$ cat config.mk
export PLATFORM = sky130hd
export DESIGN_NAME = fetch_unit
export DESIGN_NICKNAME = d
export VERILOG_FILES = /design/src/rtl/fetch_unit.sv
export SDC_FILE = /design/constraint.sdc
export NUM_CORES = 1
export LEC_CHECK = 0
export BUFFER_PORTS_ARGS = -buffer_cell sky130_fd_sc_hd__buf_2
export CAP_MARGIN = 40
export CORE_MARGIN = 1.5
export CORE_UTILIZATION = 51
export CTS_CLUSTER_SIZE = 10
export DETAILED_ROUTE_END_ITERATION = 6
export PLACE_DENSITY = 0.79
export SETUP_SLACK_MARGIN = 0.2
export SLEW_MARGIN = 20
export SYNTH_ARGS = -nofsm -noshare
export SYNTH_HDL_FRONTEND = slang
export SYNTH_SLANG_ARGS = --single-unit
$ cat constraint.sdc
create_clock -name CLK -period 2.3 [get_ports CLK]
set_input_delay 0.23 -clock CLK [delete_from_list [all_inputs] [get_ports CLK]]
set_output_delay 0.23 -clock CLK [all_outputs]
set_load 0.01 [all_outputs]
$ cat src/rtl/fetch_unit.sv
// Instruction-fetch front end: owns the PC, registers one instruction per
// unstalled cycle into ir, squashes one slot on taken branches, halts on kSTOP.
package fetch_defs_pkg;
  localparam logic [3:0] kSTOP = 4'b1111;

  typedef enum logic [1:0] {
    ST_IDLE     = 2'd0,
    ST_RUN      = 2'd1,
    ST_STOPPING = 2'd2,
    ST_HALT     = 2'd3
  } fetch_state_e;
endpackage

module fetch_unit
  import fetch_defs_pkg::*;
#(
  parameter int PC_W     = 10,
  parameter int IW       = 9,
  parameter int START_PC = 0,
  parameter int CNT_W    = 16
) (
  input  logic             CLK,
  input  logic             reset,
  input  logic             start,
  input  logic             stall,
  input  logic             branch_taken,
  input  logic [PC_W-1:0]  branch_target,
  output logic [PC_W-1:0]  imem_addr,
  input  logic [IW-1:0]    imem_data,
  output logic [IW-1:0]    ir,
  output logic [PC_W-1:0]  ir_pc,
  output logic             ir_valid,
  output logic             done,
  output logic [CNT_W-1:0] cycle_count
);

  localparam logic [PC_W-1:0] START_ADDR = PC_W'(START_PC);

  fetch_state_e     state_q, state_d;
  logic [PC_W-1:0]  pc_q, pc_d;
  logic [IW-1:0]    ir_q, ir_d;
  logic [PC_W-1:0]  ir_pc_q, ir_pc_d;
  logic             ir_valid_q, ir_valid_d;
  logic             done_q, done_d;
  logic [CNT_W-1:0] cnt_q, cnt_d;
  logic [3:0]       opcode;
  logic             is_stop;

  assign opcode  = imem_data[IW-1:IW-4];
  assign is_stop = (opcode == kSTOP);

  always_comb begin
    state_d    = state_q;
    pc_d       = pc_q;
    ir_d       = ir_q;
    ir_pc_d    = ir_pc_q;
    ir_valid_d = ir_valid_q;
    done_d     = done_q;
    cnt_d      = cnt_q;

    case (state_q)
      ST_IDLE, ST_HALT: begin
        if (start) begin
          pc_d       = START_ADDR;
          ir_valid_d = 1'b0;
          done_d     = 1'b0;
          cnt_d      = '0;
          state_d    = ST_RUN;
        end
      end

      ST_RUN: begin
        cnt_d = cnt_q + CNT_W'(1);
        if (!stall) begin
          if (branch_taken) begin
            // The word fetched at the old pc this cycle is dropped, kSTOP included.
            pc_d       = branch_target;
            ir_valid_d = 1'b0;
          end else begin
            ir_d       = imem_data;
            ir_pc_d    = pc_q;
            ir_valid_d = 1'b1;
            if (is_stop) begin
              state_d = ST_STOPPING;
            end else begin
              pc_d = pc_q + PC_W'(1);
            end
          end
        end
      end

      ST_STOPPING: begin
        cnt_d = cnt_q + CNT_W'(1);
        if (!stall) begin
          ir_valid_d = 1'b0;
          done_d     = 1'b1;
          state_d    = ST_HALT;
        end
      end

      default: state_d = ST_IDLE;
    endcase
  end

  always_ff @(posedge CLK) begin
    if (reset) begin
      state_q    <= ST_IDLE;
      pc_q       <= START_ADDR;
      ir_q       <= '0;
      ir_pc_q    <= '0;
      ir_valid_q <= 1'b0;
      done_q     <= 1'b0;
      cnt_q      <= '0;
    end else begin
      state_q    <= state_d;
      pc_q       <= pc_d;
      ir_q       <= ir_d;
      ir_pc_q    <= ir_pc_d;
      ir_valid_q <= ir_valid_d;
      done_q     <= done_d;
      cnt_q      <= cnt_d;
    end
  end

  assign imem_addr   = pc_q;
  assign ir          = ir_q;
  assign ir_pc       = ir_pc_q;
  assign ir_valid    = ir_valid_q;
  assign done        = done_q;
  assign cycle_count = cnt_q;

endmodule
==> reports/metrics.yaml <==
status: "finished, final reports clean"
cts_root_buffer: "clkbuf_8"
ff2ff_setup_slack_ps: 290
drtAntennaViolNets: 0
synth-compound-area-share_pct: 22.5
synth_edf_count: 0
netlist_instances: 313
htreeDepth: 2
r2r_end: "cycle_count[11]"
synthSimpleGateAreaFrac_pct: 27.9
hold_start: "imem_data[2]"
gr-total-overflow: 0
async_flop_share_pct: 0
power_frac_comb_pct: 41.8
die-area_um2: 5180
drc: 0
vias: 2516
cp_num_buf_inv: 1
pwr-share-seq_pct: 35.9
floorplan.initialDensity_pct: 54.3
crit_path_start_kind: "register"
worstPathArrival_ps: 2250
yosysWarnings: 0
grt_setup_unrepaired: "yes"
drive_gt1_share_pct: 26.7
port_buffers: 70
endpoint: "cycle_count[11]"
synthesis.nets: 342
synthAdderAreaFrac_pct: 2.58
tns_ps: 0
peakVddDrop_mv: 0.526
boundaryPins: 71
max-clock-path-buffers: 2
crit_family: "simple AND/OR/NAND/NOR gates"
power_density_nw_per_um2: 954
num-fill-cells: 387
grt.total_usage_pct: 24.6
synth_area_um2: 2430
hold_violations: 0
insertion_delay_ps: 310
ys_types: 47
synth_mux_area_share_pct: 1.29
avgSynthCellArea_um2: 7.76
area_growth_pct: 21.3
first_global_vias: 2248
min_period_over_period_pct: 87.6
synth-seq-cells: 49
slew_viol_final: 0
synth_xor_xnor_area_share_pct: 0.722
maxCapViolCount: 0
worstSetupPathType: "register to register"
dr.first_iter.drc_count: 212
tritoncts: "yes"
die_h_um: 72.0
cts_hold_buf: 0
fmax_mhz: 497
antenna_found_initial: 0
setup_viol: 0
cts_buffers: 5
p_int_mw: 1.69
ys_seq_area_share_pct: 40.4
p_sw_mw: 1.12
ys.flop_type: "dfxtp_1"
layout_commonest_cell: "buf_2"
fin_skew_ps: 7.80
layout_common_cells: "buf_2, nand2_1, dfxtp_1"
cp_cell_sequence: "inv_1, ha_1, or4_4, or4_1, o21ai_0"
relSlewSlack_pct: 67.9
switching_share_pct: 39.8
first_pass_iters: 7
hpwl_um: 4280
viasPerCell: 5.85
power.share.clock_pct: 22.3
wirelength_um: 6140
end_kind: "register"
clock_sinks: 49
place_inst: 422
routedWlPerCell_um: 14.3
p_leak_nw: 1.19
power_mw: 2.81
rr_worst_depth: 5
dieWidth_um: 72.0
final_nets: 406
crit_slowest_cell: "or4_4"
rows: 24
grt_max_degree: 26
instances_no_fill: 430
cp.depth: 5
hold_path.class: "primary input to register"
final_core_util_pct: 65.8
synth_top_family_by_area: "simple AND/OR/NAND/NOR gates"
crit_path_start: "state_q[0]"
cts.clk_slew.worst_paths_ps: 90
reg2reg_from: "state_q[0]"
critPathMaxFanout: 6
routabilityCongestion: 0.884
max_stage_delay_ps: 590
finalCriticalPeriod_ps: 2010
tightestPinTransition_ps: 478
coreArea_um2: 4470
antennaDiodeCount: 0
crit_required_ps: 2540
grt_pass1_wl_um: 10300
==> cells by family (layout without fill, tap and decap cells) <==
| logic type | count (synthesis) | count (layout) |
|---|---|---|
| adders and majority gates | 5 | 5 |
| and+or+nand+nor | 137 | 137 |
| DFF | 49 | 49 |
| xor gates and xnor gates | 2 | 2 |
| buffers and inverters | 27 | 92 |
| muxes | 3 | 3 |
| AOI/OAI and AO/OA | 90 | 90 |
==> through the flow <==
stage	area, µm²	hold slack [ps]	setup WS (ps)
floorplan	2430	346	409
global placement	2810	439	372
detailed placement	2810	445	248
CTS	2930	145	230
global route	2940	159	178
finish	2940	153	286
==> power groups by stage <==
stage                     Clock [mW]  Sequential [mW]  Combinational (mW)
after global placement             0             1.02                1.09
after global routing           0.662             1.02                1.32
after detailed placement           0             1.03                1.11
after CTS                      0.633             1.01                1.12
final                          0.626             1.01                1.17
after floorplan                    0             1.04               0.763
==> sequential cells by signal (all words and copies together) (netlist names) <==
name and flops:
cycle_count 16, done 1, imem_addr 10, ir 9, ir_pc 10, ir_valid 1
state_q 2
==> synth_stat cells, types with 2 or more instances <==
cell type / instances / share of area, %
and4_1: 2 / 0.72
nor2b_1: 3 / 0.77
nand2_1: 60 / 9.3
and3_1: 4 / 1.0
clkbuf_1: 14 / 2.2
nand3_1: 13 / 2.7
o21ai_0: 10 / 2.1
buf_2: 5 / 1.0
o211ai_1: 3 / 0.93
o41ai_1: 2 / 0.72
nand4_1: 7 / 1.8
ha_1: 5 / 2.6
a211oi_1: 7 / 2.2
or4_1: 5 / 1.5
mux2i_1: 2 / 0.82
dfxtp_1: 49 / 40
a311oi_1: 3 / 1.1
o31ai_1: 4 / 1.2
nand3b_1: 2 / 0.62
a31oi_1: 6 / 1.5
a21o_1: 2 / 0.62
nor3_1: 8 / 1.6
or2_2: 3 / 0.77
inv_1: 6 / 0.93
xnor2_1: 2 / 0.72
nor2_1: 16 / 2.5
a21oi_1: 44 / 9.1
nand2b_1: 5 / 1.3
o311ai_0: 2 / 0.72
o22ai_1: 2 / 0.52
==> area by class of cell <==
type	count	area, µm²	share of cell area [%]
Timing Repair Buffer	78	410	13.9
Sequential cell	49	981	33.3
Multi-Input combinational cell	237	1350	45.9
Clock inverter	3	46.3	1.57
Clock buffer	5	68.8	2.34
Inverter	6	22.5	0.765
Tap cell	52	65.1	2.21
==> per-layer routing <==
layer  part of all wire, %  up-vias  routed length, µm  GRT usage [%]
met5                     0        -                  0              0
met1                    48     1170               2940           33.9
met3                   4.8        8                297           4.17
met4                   1.7        0                105           11.9
li1                      -     1264                  -              -
met2                    46       74               2800           37.6
==> worst min-delay path by stage <==
stage                       to  slack, ps  cells past startpoint
finish                   ir[2]        150                      3
global placement         ir[2]        440                      2
CTS                      ir[2]        140                      3
floorplan           state_q[1]        350                      1
detailed placement       ir[2]        450                      2
global route             ir[1]        160                      3
==> worst reg2reg max path: stages (launching register included) <==
cell     delay (ps)
dfxtp_1         400
inv_1            70
ha_1            390
or4_4           590
or4_1           420
o21ai_0          80
==> repair_timing <==
| action | CTS | global route |
|---|---|---|
| setup endpoints to repair | 0 | 5 |
| buffers inserted | 0 | 0 |
| resized for setup | 0 | 5 |
Power figures use the tool's default switching activity.
